**config.mk**
```make
export PLATFORM = sky130hd
export DESIGN_NAME = svc_rv_mc_seq
export DESIGN_NICKNAME = d
export VERILOG_FILES = /design/src/rtl/svc_rv_mc_seq.sv
export SDC_FILE = /design/constraint.sdc
export NUM_CORES = 1
export LEC_CHECK = 0
export CORE_UTILIZATION = 35
export DETAILED_ROUTE_END_ITERATION = 8
export GPL_TIMING_DRIVEN = 0
export HOLD_SLACK_MARGIN = 0.02
export PLACE_DENSITY = 0.7
export SYNTH_ARGS = -nofsm -noshare
export SYNTH_HDL_FRONTEND = slang
export SYNTH_SLANG_ARGS = --single-unit
```
**constraint.sdc**
```tcl
create_clock -name clk -period 1.6 [get_ports clk]
set_input_delay 0.4 -clock clk [delete_from_list [all_inputs] [get_ports clk]]
set_output_delay 0.4 -clock clk [all_outputs]
set_load 0.02 [all_outputs]
```
**src/rtl/svc_rv_mc_seq.sv**
```systemverilog
// Multi-cycle DIV/REM sequencer for the RISC-V EX stage: captures operands, stalls the pipe, starts the divider.
// Optional early-out for divide-by-zero and signed overflow is enabled by defining SVC_RV_MC_EARLY_OUT_EN.
module svc_rv_mc_seq #(
  parameter int XLEN       = 32,
  parameter int DIV_CYCLES = 32
) (
  input  logic            clk,
  input  logic            rst_n,
  input  logic            op_valid_ex,
  input  logic            is_div_ex,
  input  logic            is_signed_ex,
  input  logic            flush_ex,
  input  logic [XLEN-1:0] fwd_rs1_ex,
  input  logic [XLEN-1:0] fwd_rs2_ex,
  output logic            is_mc,
  output logic [XLEN-1:0] mc_rs1,
  output logic [XLEN-1:0] mc_rs2,
  output logic            div_start,
  output logic            stall_mc,
  output logic            mc_done,
  output logic            mc_dz,
  output logic            mc_ovf
);

  localparam int CNT_W = $clog2(DIV_CYCLES + 1);

  typedef enum logic [1:0] {IDLE, BUSY, DONE} state_t;

  state_t           state;
  state_t           state_nxt;
  logic [CNT_W-1:0] cnt;
  logic             dz_q;
  logic             ovf_q;
  logic             dz_c;
  logic             ovf_c;
  logic             early;
  logic             start;

`ifdef SVC_RV_MC_EARLY_OUT_EN
  assign dz_c  = (fwd_rs2_ex == '0);
  assign ovf_c = is_signed_ex & (fwd_rs1_ex == {1'b1, {(XLEN-1){1'b0}}}) & (fwd_rs2_ex == '1);
`else
  logic unused_signed;
  assign unused_signed = is_signed_ex;
  assign dz_c          = 1'b0;
  assign ovf_c         = 1'b0;
`endif

  assign early = dz_c | ovf_c;
  // Gated by rst_n so a div sitting in EX during reset cannot pulse div_start.
  assign start = rst_n & (state == IDLE) & op_valid_ex & is_div_ex & ~flush_ex;

  always_ff @(posedge clk) begin
    if (!rst_n) begin
      state <= IDLE;
    end else begin
      state <= state_nxt;
    end
  end

  always_ff @(posedge clk) begin
    if (!rst_n) begin
      cnt    <= '0;
      mc_rs1 <= '0;
      mc_rs2 <= '0;
      dz_q   <= 1'b0;
      ovf_q  <= 1'b0;
    end else if (start) begin
      cnt    <= CNT_W'(DIV_CYCLES - 1);
      mc_rs1 <= fwd_rs1_ex;
      mc_rs2 <= fwd_rs2_ex;
      dz_q   <= dz_c;
      ovf_q  <= ovf_c;
    end else if ((state == BUSY) && (cnt != '0)) begin
      cnt <= cnt - CNT_W'(1);
    end
  end

  always_comb begin
    state_nxt = state;
    is_mc     = 1'b0;
    div_start = 1'b0;
    stall_mc  = 1'b0;
    mc_done   = 1'b0;
    mc_dz     = 1'b0;
    mc_ovf    = 1'b0;
    case (state)
      IDLE: begin
        if (start) begin
          stall_mc = 1'b1;
          if (early) begin
            state_nxt = DONE;
          end else begin
            div_start = 1'b1;
            state_nxt = BUSY;
          end
        end
      end
      BUSY: begin
        is_mc    = 1'b1;
        stall_mc = 1'b1;
        if (cnt == '0) begin
          state_nxt = DONE;
        end
      end
      DONE: begin
        is_mc     = 1'b1;
        mc_done   = 1'b1;
        mc_dz     = dz_q;
        mc_ovf    = ovf_q;
        state_nxt = IDLE;
      end
      default: state_nxt = IDLE;
    endcase
    // A killed instruction must never retire, whatever state it was in.
    if (flush_ex) begin
      state_nxt = IDLE;
      mc_done   = 1'b0;
      mc_dz     = 1'b0;
      mc_ovf    = 1'b0;
    end
    if (!rst_n) begin
      state_nxt = IDLE;
      is_mc     = 1'b0;
      div_start = 1'b0;
      stall_mc  = 1'b0;
      mc_done   = 1'b0;
      mc_dz     = 1'b0;
      mc_ovf    = 1'b0;
    end
  end

endmodule

```
==> results of run 1 <==
-- routing by layer --
metal	vias up	track usage, %
met4	0	7.18
met2	101	30.0
li1	1403	-
met5	-	0
met1	1232	23.8
met3	8	5.53
-- worst max path at each step --
stage | startpoint | to | slack, ns | cells past startpoint
3_5_place_dp | flush_ex | div_start | -1.12 | 6
6_report | state[0]$_SDFFE_PP0P_ | stall_mc | -0.15 | 6
5_1_grt | state[0]$_SDFFE_PP0P_ | stall_mc | -0.21 | 6
2_1_floorplan | cnt[0]$_SDFFE_PN0P_ | cnt[1]$_SDFFE_PN0P_ | 0.0009 | 5
3_3_place_gp | flush_ex | div_start | -1.10 | 6
4_1_cts | state[1]$_SDFFE_PP0P_ | stall_mc | -0.18 | 6
-- final cells by class --
class                   instances  area [um2]  share of cell area [%]
clock inverters                 4        76.3                    1.60
multi-input cells             235        1370                    28.7
well taps                     102         128                    2.68
flip-flops and latches         72        1450                    30.4
plain buffers                  24         178                    3.73
repair buffers                149        1390                    29.2
inverters                       6        27.5                   0.578
clock buffers                  11         151                    3.18
-- metrics by stage --
| step | worst slack [ns] | util [%] | total power (uW) |
|---|---|---|---|
| finish | -0.152 | 60.3 | 4020 |
| global route | -0.212 | 60.3 | 4220 |
| CTS | -0.178 | 59.4 | 4050 |
| detailed placement | -1.12 | 55.6 | 2410 |
| global placement | -1.10 | 55.6 | 2400 |
| floorplan | 0.000902 | - | 2120 |
-- state kept, by name (all words and copies together) (netlist names) --
| register | flops |
|---|---|
| cnt | 6 |
| mc_rs1 | 32 |
| mc_rs2 | 32 |
| state | 2 |
-- cell families (layout without fill, tap and decap cells) --
kind of cell	after synthesis	count (layout)	synth area share (%)
other cells	1	2	0.129
flops	72	72	49.6
compound gates	74	74	19.5
mux	1	1	0.345
fa+ha+maj	6	6	2.58
simple gates	148	148	20.8
xor+xnor	4	4	1.21
buf+inv	30	194	5.81
-- cells in the final DEF, fill, tap and decap left out, types with 3 or more instances in the layout --
cell type        count
dfxtp_1             68
inv_2                3
dlygate4sd2_1       66
buf_4               16
a21boi_0            56
nand2_1            131
clkbuf_1             7
clkdlybuf4s50_1     64
a21boi_1            11
ha_1                 4
clkbuf_8            11
buf_6               15
dfxtp_2              4
-- timing repair --
item	4_1_cts	5_1_grt
resized for setup	112	24
setup endpoints to repair	137	49
pin swaps	5	6
buffers inserted	12	2
-- power groups by stage --
| stage | Sequential (uW) | Combinational (uW) | Clock (uW) |
|---|---|---|---|
| after detailed placement | 1900 | 504 | 0 |
| final | 1860 | 543 | 1620 |
| after CTS | 1860 | 523 | 1670 |
| after global placement | 1900 | 501 | 0 |
| after floorplan | 1940 | 175 | 0 |
| after global routing | 1870 | 590 | 1760 |
-- worst max-delay path: cells and delay by family, from the launching register on --
| family | cells | cell delay, ns |
|---|---|---|
| adder cells (fa/ha/maj) | 1 | 0.18 |
| flip-flops | 1 | 0.37 |
| buffers and inverters | 2 | 0.19 |
| AND/OR/NAND/NOR | 2 | 0.12 |
| AO/OA/AOI/OAI | 1 | 0.17 |
==> impl_metrics.tcl, run 1 <==
set metrics [dict create \
    antenna_cells 0 \
    r2r_start "cnt[0]$_SDFFE_PN0P_" \
    numCtsBuffers 9 \
    max-slew-margin-rel_pct 65.6 \
    synth_edf_count 0 \
    p_int_uw 3110 \
    power.leakage_uw 0.00203 \
    grt_pass1_wl_mm 12.6 \
    topRoutingLayerUsed "met4" \
    setup-violations-final 5 \
    worst_pin_slew_ns 0.516 \
    avgSynthCellArea_um2 8.65 \
    area_growth_pct 63.8 \
    period_share_pct 109 \
    synth_top_area_share_pct 49.6 \
    grt-ovfl-total 0 \
    crit_chain "inv_4, ha_4, nand3_4, nor2_4, o21a_1, buf_6" \
    finalWorstSetupSlack_ns -0.152 \
    r2r_setup_slack_ns -0.03 \
    cts_buffer_depth 2 \
    ys_types 32 \
    setup.worst_path.end_class "output pin" \
    reg2reg_to "cnt[1]$_SDFFE_PN0P_" \
    drt_iter0_drc 44 \
    wl_met1_mm 3.58 \
    finClkSkew_ns 0.00498 \
    ant_nets 0 \
    ff2ff_path_depth 5 \
    yosys_warnings 0 \
    final_nets 573 \
    grt_max_degree 13 \
    fmax_mhz 571 \
    die_w_um 93.1 \
    place_inst 574 \
    fin_setup_tns_ns -0.456 \
    clock_sinks 72 \
    dpl_cell_area_um2 4390 \
    design.core.area_um2 7890 \
    ys.flop_type "dfxtp_1" \
    cp_slowest_cell "dfxtp_2" \
    postLayoutCellArea_um2 4760 \
    cp_max_fo 3 \
    maxSlewViolCount 0 \
    first_pass_iters 6 \
    drive_gt1_share_pct 14.8 \
    grt_usage_pct 18.8 \
    htreeDepth 3 \
    yosysMostFrequentCell "nand2_1" \
    ys_top_cells_by_count "nand2_1 (131), dfxtp_1 (72), a21boi_0 (58), a21boi_1 (9), clkbuf_1 (9)" \
    netlist_area_um2 2910 \
    die-area_um2 8670 \
    power_density_nw_per_um2 845 \
    clkTransAtPathRegs_ns 0.07 \
    synthesis.instances 336 \
    worst_setup_path_start_kind "register" \
    drc 0 \
    yosys.area.top_type "dfxtp_1" \
    hp-class "input port to register" \
    place.gp.congestion 0.732 \
    wire_per_inst_um 13.2 \
    net-switching-power_uw 913 \
    initial_utilization_pct 36.8 \
    dr_total_vias 2744 \
    ios 140 \
    cts_tree "built" \
    violations "negative setup slack" \
    ys_seq_area_share_pct 49.6 \
    hold_buffers 0 \
    drt-vias-per-instance 4.55 \
    clock_power_share_pct 40.2 \
    whs_path_depth 2 \
    power_frac_comb_pct 13.5 \
    crit_type "register to output pin" \
    met2WireLength_mm 3.61 \
    port-buffer-count 135 \
    cp.arrival_ns 1.35 \
    rsz0062_at_grt "true" \
    clk_latency_ns 0.33 \
    ys_top_cells_by_area "dfxtp_1 (50%), nand2_1 (17%), a21boi_0 (15%)" \
    dr_wl_met3_um 645 \
    status "finished with violations" \
    switching_share_pct 22.7 \
    hold_viol_final 0 \
    yosys_register_bits 72 \
    fin_crit_ns 1.75 \
    grt_pass1_vias 2646 \
    cp_slowest_stage_delay_ns 0.37 \
    holdWs_ns 0.407 \
    p_seq_share_pct 46.3 \
    hpwl_mm 5.63 \
    die_h_um 93.1 \
    antenna_found_initial 0 \
    wl_mm 7.93 \
    hold_end "mc_rs2[28]$_SDFFE_PN0N_" \
    nFillCells 731 \
    stdcell_count 603 \
    hold_start "rst_n" \
    clockRootBuffer "clkbuf_8" \
    worst_ir_drop_vdd_mv 0.448 \
    cap_violations 0 \
    required_ns 1.20 \
    synthArstFlopShare_pct 0 \
    fp-row-count 32 \
]
Power figures use the tool's default switching activity.
==> inputs of run 2 (changes only) <==
--- a/config.mk
+++ b/config.mk
@@ -8,8 +8,8 @@
 export CORE_UTILIZATION = 35
 export DETAILED_ROUTE_END_ITERATION = 8
 export GPL_TIMING_DRIVEN = 0
-export HOLD_SLACK_MARGIN = 0.02
-export PLACE_DENSITY = 0.7
+export HOLD_SLACK_MARGIN = 0.08
+export PLACE_DENSITY = 0.68
 export SYNTH_ARGS = -nofsm -noshare
 export SYNTH_HDL_FRONTEND = slang
 export SYNTH_SLANG_ARGS = --single-unit
==> constraint.sdc (replaced) <==
create_clock -name clk -period 2.21 [get_ports clk]
set_input_delay 0.5525 -clock clk [delete_from_list [all_inputs] [get_ports clk]]
set_output_delay 0.5525 -clock clk [all_outputs]
set_load 0.02 [all_outputs]
==> run 2 against run 1 <==
  * The run now ends clean
  * First-iteration DRC count down 4.5%
  * Power shrank 28%
  * Critical path depth did not move
  * Sequential share of layout area is 0.67 points higher
  * Clock power fell by 28%
  * Clock skew is 0.00096 ns lower
  * Global-route usage down 0.90 points
  * Final cell count is 2.0% lower
  * Core utilization fell by 1.5 points
  * Sequential power is 27% lower
  * Final area decreased by 2.5%
==> impl_metrics.tcl, run 2 (synthesized netlist as in run 1, its figures left out) <==
set metrics [dict create \
    die_w_um 93.1 \
    final_nets 560 \
    maxSlewViolCount 0 \
    crit_type "register to output pin" \
    clockRootBuffer "clkbuf_8" \
    wl_mm 7.67 \
    clkTransAtPathRegs_ns 0.08 \
    dr_total_vias 2671 \
    grt_max_degree 13 \
    setup-violations-final 0 \
    first_pass_iters 4 \
    grt-ovfl-total 0 \
    area_growth_pct 59.7 \
    initial_utilization_pct 36.8 \
    drc 0 \
    drt-vias-per-instance 4.52 \
    crit_path_end "stall_mc" \
    top_usage_layer "met2" \
    antenna_cells 0 \
    dpl_cell_area_um2 4390 \
    hpwl_mm 5.57 \
    cp_slowest_cell "dfxtp_1" \
    hp-class "register to register" \
    cp.arrival_ns 1.57 \
    holdWs_ns 0.454 \
    wire_per_inst_um 13.0 \
    final_cell_mix "nand2_1 (131), clkdlybuf4s50_1 (128), dfxtp_1 (72)" \
    cts_buffer_depth 2 \
    cap_violations 0 \
    use_met1_pct 21.3 \
    finalWorstSetupSlack_ns 0.0924 \
    setup.worst_path.end_class "output pin" \
    port-buffer-count 135 \
    worst_ir_drop_vdd_mv 0.373 \
    die_h_um 93.1 \
    rsz0062_at_grt "false" \
    grt_pass1_vias 2587 \
    antenna_found_initial 0 \
    place_inst 574 \
    ios 140 \
    cp_slowest_stage_delay_ns 0.38 \
    power_density_nw_per_um2 620 \
    period_share_pct 95.8 \
    required_ns 1.66 \
    crit_chain "inv_2, ha_4, nand3_1, nor2_4, o21a_1, clkdlybuf4s15_2" \
    reg.largest.list "mc_rs1 x32, mc_rs2 x32, cnt x6" \
    grt_use_met2_pct 29.2 \
    nFillCells 743 \
    r2r_setup_slack_ns 0.47 \
    worst_setup_path_start_kind "register" \
    grt_pass1_wl_mm 12.1 \
    fp-row-count 32 \
    grt_usage_pct 17.9 \
    clock_sinks 72 \
    htreeDepth 3 \
    cts_tree "built" \
    stdcell_count 591 \
    crit_buf_inv 2 \
    final_common_cell "nand2_1" \
    numCtsBuffers 9 \
    power.leakage_uw 0.00164 \
    clk_latency_ns 0.34 \
    die-area_um2 8670 \
    design.core.area_um2 7890 \
    drive_gt1_share_pct 9.41 \
    dpl_worst_slack_ns -0.806 \
    cp_max_fo 4 \
    r2r_start "state[0]$_SDFFE_PP0P_" \
    status "completed" \
    use_met3_pct 5.77 \
    path_depth 6 \
    reg2reg_to "mc_rs1[29]$_SDFFE_PN0N_" \
    ant_nets 0 \
    fmax_mhz 472 \
    finClkSkew_ns 0.00402 \
    postLayoutCellArea_um2 4640 \
    crit_family "flip-flops" \
    ff2ff_path_depth 9 \
    drt_iter0_drc 42 \
    worstSetupStartpoint "state[0]$_SDFFE_PP0P_" \
    hold_viol_final 0 \
    fin_crit_ns 2.12 \
    place.gp.congestion 0.737 \
]
## run 2: changes by cell type in the layout (fill, tap and decap cells not counted), sizes merged
cell	change
clkinv	+1
inv	-1
clkdlybuf4s50	+64
buf	-15
clkinvlp	+1
dlygate4sd2	-62
## run 2: how the worst min path moves through the flow
stage	start	end	slack, ns	depth (start not counted)
finish	mc_rs1[22]$_SDFFE_PN0N_	mc_rs1[22]$_SDFFE_PN0N_	0.45	2
global route	mc_rs1[16]$_SDFFE_PN0N_	mc_rs1[16]$_SDFFE_PN0N_	0.48	2
CTS	mc_rs1[22]$_SDFFE_PN0N_	mc_rs1[22]$_SDFFE_PN0N_	0.46	2
detailed placement	mc_rs1[22]$_SDFFE_PN0N_	mc_rs1[22]$_SDFFE_PN0N_	0.45	2
global placement	mc_rs1[14]$_SDFFE_PN0N_	mc_rs1[14]$_SDFFE_PN0N_	0.44	2
floorplan	state[0]$_SDFFE_PP0P_	state[0]$_SDFFE_PP0P_	0.45	2
## run 2: final cells by class
type	instances	area (um2)	area share, %
Multi-Input combinational cell	235	1330	28.6
Clock buffer	11	141	3.05
Sequential cell	72	1440	31.1
Inverter	6	25.0	0.539
Tap cell	102	128	2.75
Clock inverter	5	80.1	1.73
Buffer	23	143	3.07
Timing Repair Buffer	137	1360	29.2
## run 2: stage by stage
stage                     power (uW)  setup TNS [ns]  utilization (%)
after floorplan                 1530               0                -
after global placement          1740           -3.24             55.6
after detailed placement        1740           -4.02             55.6
after CTS                       2910               0             58.8
after global routing            3000               0             58.8
final                           2880               0             58.8
## run 2: per-layer routing
layer | up-vias | wire, um
li1 | 1380 | -
met1 | 1180 | 3460
met2 | 99 | 3410
met3 | 12 | 653
met4 | 0 | 153
met5 | - | 0
## run 2: timing repair
action,CTS,global route
endpoints found under the hold margin,0,0
endpoints found under the setup margin,4,1
hold buffers,0,0
resized for setup,22,3
pin swaps,2,0
setup buffers,2,0
## run 2: tightest hold or removal path: cells and delay by family (launching register included)
kind,cells,cell delay (ns)
DFF,1,0.31
AOI/OAI and AO/OA,1,0.05
and+or+nand+nor,1,0.05
## run 2: power breakdown
| part | switching, uW | internal (uW) |
|---|---|---|
| clock | 497 | 665 |
| combinational | 153 | 215 |
| sequential | 19.3 | 1330 |
